[src/rtl/decode_pkg.sv]
// Shared opcode and control-field definitions for the ID stage with hazard detection.
package decode_pkg;
    localparam logic [5:0] OP_RTYPE = 6'b000000;
    localparam logic [5:0] OP_LW    = 6'b100011;
    localparam logic [5:0] OP_SW    = 6'b101011;
    localparam logic [5:0] OP_BEQ   = 6'b000100;

    localparam int WB_W  = 2;
    localparam int MEM_W = 3;
    localparam int EX_W  = 4;

    localparam int MEM_READ_BIT    = 1;
    localparam int WB_REGWRITE_BIT = 1;

    typedef struct packed {
        logic [WB_W-1:0]  wb;   // {regwrite, memtoreg}
        logic [MEM_W-1:0] mem;  // {branch, memread, memwrite}
        logic [EX_W-1:0]  ex;   // {regdst, aluop[1:0], alusrc}
    } ctrl_t;

    localparam ctrl_t CTRL_NONE  = '{wb: 2'b00, mem: 3'b000, ex: 4'b0000};
    localparam ctrl_t CTRL_RTYPE = '{wb: 2'b10, mem: 3'b000, ex: 4'b1100};
    localparam ctrl_t CTRL_LW    = '{wb: 2'b11, mem: 3'b010, ex: 4'b0001};
    localparam ctrl_t CTRL_SW    = '{wb: 2'b00, mem: 3'b001, ex: 4'b0001};
    localparam ctrl_t CTRL_BEQ   = '{wb: 2'b00, mem: 3'b100, ex: 4'b0010};

    function automatic ctrl_t decode_ctrl(input logic [5:0] op);
        case (op)
            OP_RTYPE: decode_ctrl = CTRL_RTYPE;
            OP_LW:    decode_ctrl = CTRL_LW;
            OP_SW:    decode_ctrl = CTRL_SW;
            OP_BEQ:   decode_ctrl = CTRL_BEQ;
            default:  decode_ctrl = CTRL_NONE;
        endcase
    endfunction
endpackage

[src/rtl/regfile_bypass.sv]
// Two-read, one-write register file; a same-cycle write is forwarded to the reads.
module regfile_bypass #(
    parameter int XLEN  = 32,
    parameter int NREGS = 32,
    localparam int RA_W = $clog2(NREGS)
) (
    input  logic            clk,
    input  logic            rst,
    input  logic            we_i,
    input  logic [RA_W-1:0] waddr_i,
    input  logic [XLEN-1:0] wdata_i,
    input  logic [RA_W-1:0] raddr1_i,
    input  logic [RA_W-1:0] raddr2_i,
    output logic [XLEN-1:0] rdata1_o,
    output logic [XLEN-1:0] rdata2_o
);
    logic [XLEN-1:0] regs_q [NREGS];
    logic            wr_en;

    assign wr_en = we_i && (waddr_i != '0);

    always_ff @(posedge clk) begin
        if (rst) begin
            for (int i = 0; i < NREGS; i++) regs_q[i] <= '0;
        end else if (wr_en) begin
            regs_q[waddr_i] <= wdata_i;
        end
    end

    always_comb begin
        rdata1_o = regs_q[raddr1_i];
        rdata2_o = regs_q[raddr2_i];
        if (raddr1_i == '0)                    rdata1_o = '0;
        else if (wr_en && raddr1_i == waddr_i) rdata1_o = wdata_i;
        if (raddr2_i == '0)                    rdata2_o = '0;
        else if (wr_en && raddr2_i == waddr_i) rdata2_o = wdata_i;
    end
endmodule

[src/rtl/decode_hz.sv]
// MIPS ID stage: control decode, register read, load-use stall/bubble, ID/EX latch
// and a saturating stall-cycle counter.
module decode_hz
    import decode_pkg::*;
#(
    parameter int XLEN  = 32,
    parameter int NREGS = 32,
    parameter int CNT_W = 16,
    localparam int RA_W = $clog2(NREGS)
) (
    input  logic              clk,
    input  logic              rst,
    input  logic              wb_reg_write,
    input  logic [RA_W-1:0]   wb_write_reg_location,
    input  logic [XLEN-1:0]   mem_wb_write_data,
    input  logic [31:0]       if_id_instr,
    input  logic [XLEN-1:0]   if_id_npc,
    input  logic              if_id_valid,
    input  logic              ex_flush,
    output logic              stall,
    output logic              id_ex_valid,
    output logic [WB_W-1:0]   id_ex_wb,
    output logic [MEM_W-1:0]  id_ex_mem,
    output logic [EX_W-1:0]   id_ex_execute,
    output logic [XLEN-1:0]   id_ex_npc,
    output logic [XLEN-1:0]   id_ex_readdat1,
    output logic [XLEN-1:0]   id_ex_readdat2,
    output logic [XLEN-1:0]   id_ex_sign_ext,
    output logic [RA_W-1:0]   id_ex_instr_bits_20_16,
    output logic [RA_W-1:0]   id_ex_instr_bits_15_11,
    output logic [CNT_W-1:0]  stall_count
);
    logic [RA_W-1:0]  rs, rt, rd;
    logic [XLEN-1:0]  rdat1, rdat2, sext;
    ctrl_t            ctrl_dec;
    logic             hz;

    logic             valid_q, valid_d;
    ctrl_t            ctrl_q, ctrl_d;
    logic [XLEN-1:0]  npc_q, rd1_q, rd2_q, sext_q;
    logic [RA_W-1:0]  rt_q, rd_q;
    logic [CNT_W-1:0] cnt_q, cnt_d;

    assign rs       = RA_W'(if_id_instr[25:21]);
    assign rt       = RA_W'(if_id_instr[20:16]);
    assign rd       = RA_W'(if_id_instr[15:11]);
    assign sext     = {{(XLEN-16){if_id_instr[15]}}, if_id_instr[15:0]};
    assign ctrl_dec = decode_ctrl(if_id_instr[31:26]);

    regfile_bypass #(.XLEN(XLEN), .NREGS(NREGS)) u_rf (
        .clk      (clk),
        .rst      (rst),
        .we_i     (wb_reg_write),
        .waddr_i  (wb_write_reg_location),
        .wdata_i  (mem_wb_write_data),
        .raddr1_i (rs),
        .raddr2_i (rt),
        .rdata1_o (rdat1),
        .rdata2_o (rdat2)
    );

    // A load in EX whose destination feeds the instruction in ID cannot be forwarded in time.
    assign hz = valid_q && ctrl_q.mem[MEM_READ_BIT] && (rt_q != '0)
             && ((rt_q == rs) || (rt_q == rt)) && if_id_valid;
    assign stall = hz && !ex_flush;

    always_comb begin
        valid_d = if_id_valid;
        ctrl_d  = if_id_valid ? ctrl_dec : CTRL_NONE;
        if (ex_flush || hz) begin
            valid_d = 1'b0;
            ctrl_d  = CTRL_NONE;
        end
        cnt_d = cnt_q;
        if (stall && (cnt_q != '1)) cnt_d = cnt_q + CNT_W'(1);
    end

    always_ff @(posedge clk) begin
        if (rst) begin
            valid_q <= 1'b0;
            ctrl_q  <= CTRL_NONE;
            npc_q   <= '0;
            rd1_q   <= '0;
            rd2_q   <= '0;
            sext_q  <= '0;
            rt_q    <= '0;
            rd_q    <= '0;
            cnt_q   <= '0;
        end else begin
            valid_q <= valid_d;
            ctrl_q  <= ctrl_d;
            npc_q   <= if_id_npc;
            rd1_q   <= rdat1;
            rd2_q   <= rdat2;
            sext_q  <= sext;
            rt_q    <= rt;
            rd_q    <= rd;
            cnt_q   <= cnt_d;
        end
    end

    assign id_ex_valid            = valid_q;
    assign id_ex_wb               = ctrl_q.wb;
    assign id_ex_mem              = ctrl_q.mem;
    assign id_ex_execute          = ctrl_q.ex;
    assign id_ex_npc              = npc_q;
    assign id_ex_readdat1         = rd1_q;
    assign id_ex_readdat2         = rd2_q;
    assign id_ex_sign_ext         = sext_q;
    assign id_ex_instr_bits_20_16 = rt_q;
    assign id_ex_instr_bits_15_11 = rd_q;
    assign stall_count            = cnt_q;
endmodule

[config.mk]
export PLATFORM = sky130hd
export DESIGN_NAME = decode_hz
export DESIGN_NICKNAME = d
export VERILOG_FILES = /design/src/rtl/decode_pkg.sv /design/src/rtl/regfile_bypass.sv /design/src/rtl/decode_hz.sv
export SDC_FILE = /design/constraint.sdc
export NUM_CORES = 2
export LEC_CHECK = 0
export CAP_MARGIN = 20
export CELL_PAD_IN_SITES_DETAIL_PLACEMENT = 0
export CELL_PAD_IN_SITES_GLOBAL_PLACEMENT = 2
export CORE_MARGIN = 2
export CORE_UTILIZATION = 40
export CTS_CLUSTER_DIAMETER = 150
export CTS_CLUSTER_SIZE = 40
export DETAILED_ROUTE_END_ITERATION = 10
export PLACE_DENSITY = 0.79
export SLEW_MARGIN = 20
export SYNTH_ARGS = -nofsm -noshare
export SYNTH_HDL_FRONTEND = slang
export SYNTH_SLANG_ARGS = --single-unit
[constraint.sdc]
create_clock -name clk -period 7.7 [get_ports clk]
set_input_delay 1.54 -clock clk [delete_from_list [all_inputs] [get_ports clk]]
set_output_delay 1.54 -clock clk [all_outputs]
set_load 0.1 [all_outputs]
==> After elaboration in Yosys (flattened, before gate mapping) <==
Memories as Yosys holds them, arrays and structs flattened. A register that Yosys moved wholly into a read port is not among the register bits.
Cells that the tools add are included.
{ "classes": {"n_eq_ne": 6, "bitwise": 1, "add_sub_neg": 1, "muxes": 9, "n_reduce_logical": 20} }
{ "ops": {"columns": ["cell", "n"], "rows": [
  ["$pmux 9 s4", 1],
  ["$mux 32", 1],
  ["$reduce_or 32->1", 1],
  ["$add 16x1->16 const B", 1],
  ["$ne 16x16->1 const B", 1],
  ["$eq 6x6->1 const B", 2],
  ["$eq 5x5->1", 2],
  ["$logic_not 5->1", 2],
  ["$reduce_bool 5->1", 2],
  ["$logic_and 1x1->1", 7],
  ["$eq 6x3->1 const B", 1],
  ["$logic_not 6->1", 1],
  ["$mux 1", 6],
  ["$reduce_or 2->1", 3],
  ["$mux 5", 1],
  ["$reduce_or 3->1", 1],
  ["$logic_or 1x1->1", 2],
  ["$logic_not 1->1", 1],
  ["$not 1->1", 1]
]} }
{ "word_totals": {"ram_bits": 1024, "in_bits": 106, "elab_cells": 47, "regBits": 84, "output_inout_bits": 165, "mem_count": 1} }
{ "mem_list": {"columns": ["name", "words", "width", "read_ports", "rd_clocked_by_memory_dff", "wr", "line", "rtl"], "rows": [
  ["u_rf.regs_q", 32, 32, 2, 2, 32, "regfile_bypass.sv:17", "logic [XLEN-1:0] regs_q [NREGS];"]
]} }

==> Depth between registers and ports, before layout <==
{ "depth": {"word_depth": 7, "mapped_depth": 10, "depth_no_buf": 7} }

==> By module <==
From an unflattened synthesis, not the netlist that was laid out.
{ "hier_totals": {"hier_cells": 4340, "hier_area_um2": 60396.7} }
{ "by_module_without_submodules": {"columns": ["mod", "seq_area_each_um2", "n_inst", "cells_per_inst", "area_per_inst_um2"], "rows": [
  ["regfile_bypass", 30749.5, 1, 3918, 55723.4],
  ["decode_hz", 2802.7, 1, 422, 4673.2]
]} }

==> Least setup slack after synthesis <==
Ideal clock, no wire load.
{ "synth_timing": {"path_type": "input -> output", "start": "input if_id_instr[21]", "end": "output stall", "n_path_buf": 1, "required_time_ns": 6.160, "arrival_time_ns": 4.318, "path_slack_ns": 1.842, "stages": 5, "path_cell_list": "buf_2 > xor2_1 > nor3_2 > a22oi_1 > nor3_1"} }
{ "synth_via": {"elab_chain_cells": 5} }
{ "synth_lines": {"columns": ["item", "line", "rtl"], "rows": [
  ["start: declaration", "decode_hz.sv:16", "input logic [31:0] if_id_instr,"],
  ["$eq 5x5->1", "decode_hz.sv:64", "&& ((rt_q == rs) || (rt_q == rt)) && if_id_valid;"],
  ["$logic_or 1x1->1", "decode_hz.sv:64", null],
  ["$logic_and 1x1->1 (2 in series)", "decode_hz.sv:64", null],
  ["$logic_and 1x1->1", "decode_hz.sv:65", "assign stall = hz && !ex_flush;"],
  ["end: declaration", "decode_hz.sv:20", "output logic stall,"]
]} }
Every way passes these cells.

==> Final worst setup path <==
{ "layout_timing": {"start": "input if_id_instr[18]", "end": "output stall"} }
The elaborated chain is that of the path after synthesis.

==> flow_summary_export.csv <==
group,metric,value,unit
detailed_routing,firstDrtPassIters,5,
final_layout,multiInputGateArea,24200,um^2
detailed_routing,wire_per_inst,31.6,um
clock_network,cts.clk_slew.worst_paths,140,ps
die,rows,141,
synth,synth_cell_types,57,
placement,routabilityCongestion,0.872,
setup_path,crit_fanout,9,
die,start_util,40.3,%
global_route,antenna_found_initial,13,
final_layout,final_cell_mix,"1,024 x edfxtp_1, 996 x and2_1, 538 x mux2i_1",
synth,ys_ff_latch,1164,
timing,max_slew_margin,26.4,%
synth,synth-edff-count,1024,
synth,synth_area_leaders,"edfxtp_1 52%, and2_1 10%, mux2i_1 9.1%",
final_layout,layout.nets,4544,
timing,setup_ws,2220,ps
global_route,grt_pass1_vias,38400,
detailed_routing,met3_length,13200,um
global_route,grt_max_degree,113,
detailed_routing,vias,38300,
synth,yosys.area_share.simple,12.8,%
detailed_routing,top_layer_used,"met5",
die,die_h,390,um
detailed_routing,wl_met2,95500,um
clock_network,cts_root_buf,"clkbuf_16",
setup_path,cpPeakStageDelay,920,ps
timing,setup_tns,0,ps
timing,min_period,5480,ps
final_layout,syn_to_final_growth,9.38,%
clock_network,clockBufferDepth,3,
clock_network,clock_latency,680,ps
clock_network,cts_buffers,35,
synth,synth_seq_area_share,56.4,%
detailed_routing,drtIter0Drc,4032,
setup_path,worstSetupPathType,"in -> out",
die,io_pins,271,
pwr,leakage,0.0230,uW
status,outcome,"finished clean",
clock_network,cts_tree,"done",
clock_network,cts_sinks,1164,
synth,synthArstFlopShare,0,%
timing,period_share,71.1,%
timing,slew_violations,0,
synth,synth_top_family_by_area,"multiplexers",
final_layout,final_common_cell,"edfxtp_1",
die,die-area,152000,um^2
synth,syn_inst,4441,
timing,setup_viol,0,
detailed_routing,wl_met1,82300,um
run,cap_violations,0,
synth,ys.flop_type,"edfxtp_1",
timing,max_freq,183,MHz
global_route,grt-ovfl-total,0,
placement,dpl.hpwl,126000,um
detailed_routing,ant_nets,0,
detailed_routing,drt_wl_total,202000,um
detailed_routing,via_per_inst,5.99,
global_route,track_usage,26.1,%
placement,dpl_worst_slack,2310,ps
placement,port_buffers,270,
clock_network,post_cts_buffers,0,
setup_path,cp_cell_sequence,"clkdlybuf4s50_1 > xor2_1 > nor2_1 > a22oi_1 > nor3_1 > buf_4",
setup_path,critPathCaptureType,"output pin",
clock_network,h-tree-depth,2,
synth,syn_area_per_cell,13.4,um^2
synth,synth_compound_area_share,8.76,%
final_layout,regArea,33600,um^2
synth,synth_top_cell_by_area,"edfxtp_1",
setup_path,cpMaxStageDelayCell,"clkdlybuf4s50_1",
worst_hold_path,holdCritPathClass,"reg -> reg",
setup_path,crit_arrival,3940,ps
timing,hold_viol_final,0,
synth,synthesis.area,59500,um^2
final_layout,fin_util,44.1,%
clock_network,cts_hold_buf,0,
synth,muxShareOfSynthArea,18.3,%
synth,synthXorXnorAreaFrac,0.309,%
pwr,p_per_area,192,nW/um^2
die,die_w,390,um
synth,ys_warn_count,0,
timing,clock_skew,54.8,ps
global_route,grt_pass1_wl,286000,um
timing,worstMarginPinSlew,1100,ps
setup_path,cp-start-kind,"input port",
final_layout,fillCellCount,13100,
synth,synthAdderAreaFrac,0.0210,%
timing,rsz0062_at_grt,"no",
final_layout,drive_above_1_share,12.6,%
die,core_area,148000,um^2
detailed_routing,drc,0,
setup_path,cp_data_required_time,6160,ps
clock_network,postCtsResizedCells,0,
pwr,ir_worst_vdd,0.155,mV
synth,yosysTopAreaCellShare,51.7,%
[final cells by class]
| cell class | instances | area share (%) |
|---|---|---|
| timing repair buffer | 403 | 5.78 |
| tap | 1930 | 3.71 |
| multi-input combinational | 2829 | 37.2 |
| sequential | 1164 | 51.6 |
| clock inverter | 1 | 0.0462 |
| inverter | 4 | 0.0231 |
| clock buffer | 62 | 1.60 |
| antenna | 4 | 0.0154 |
[synthesized netlist by cell type, types with 5 or more instances]
cell         n
xor2_1      15
or3_1        7
nor2b_1     62
xnor2_1      6
or4_1        9
nor2_1      48
mux4_2     228
a22o_1      62
o21ai_0    131
mux2i_1    538
buf_4       24
or2_2       32
dfxtp_1    140
a211o_1     32
a221oi_1   125
edfxtp_1  1024
o22ai_1     31
nor3_1       7
a21oi_1    111
mux2_2      33
o31ai_1     36
nand3_1     13
buf_2       84
nand2_1     41
clkbuf_1   330
and2_1     997
a22oi_1    131
a21oi_2     30
buf_1       33
nand3b_1     5
o22a_1      31
[registers in the layout, indices dropped and copies added, names as in the netlist]
| register | flops |
|---|---|
| id_ex_readdat1 | 32 |
| id_ex_wb | 2 |
| id_ex_mem | 1 |
| id_ex_readdat2 | 32 |
| id_ex_sign_ext | 16 |
| id_ex_instr_bits_20_16 | 5 |
| id_ex_execute | 3 |
| stall_count | 16 |
| u_rf.regs_q | 1024 |
| id_ex_npc | 32 |
| id_ex_valid | 1 |
[logic make-up after synthesis]
group           Yosys count
xor+xnor                 21
mux                     799
compound gates          731
fa+ha+maj                 1
flops                  1164
other cells               1
simple gates           1245
buf+inv                 479
[where the power goes]
part | internal (uW) | total, uW | switching (uW)
Combinational | 713 | 2200 | 1480
Sequential | 7210 | 7430 | 219
Clock | 952 | 2890 | 1940
[critical path, delay by kind of cell]
| family | cells | cell delay [ps] |
|---|---|---|
| compound gates | 1 | 210 |
| xor+xnor | 1 | 370 |
| simple gates | 2 | 500 |
| buf+inv | 2 | 1280 |
[layer usage]
layer  vias to the layer above  track usage [%]
li1                      16600                -
met1                     19700             34.5
met2                      1730             42.9
met3                       324             3.11
met4                         2             12.5
met5                         -                0
[stage by stage]
step | cells | hold slack (ps) | instance area [um^2] | power [uW]
2_1_floorplan | 4472 | 783 | 59600 | 8920
3_3_place_gp | 6328 | 483 | 64000 | 9730
3_5_place_dp | 6329 | 497 | 64000 | 9760
4_1_cts | 6392 | 524 | 65000 | 12600
5_1_grt | 6394 | 573 | 65000 | 12800
6_report | 6397 | 536 | 65100 | 12500
[path summary, 6_finish.rpt]
check	slack (ps)	startpoint	cells after the start	end
worst max-delay path	2220	if_id_instr[18]	6	stall
worst min-delay path	540	stall_count[9]	2	stall_count[9]
worst max register to register	4760	id_ex_instr_bits_20_16[1]	6	stall_count[13]
worst min register to register	540	stall_count[9]	2	stall_count[9]
Power figures use the tool's default switching activity.
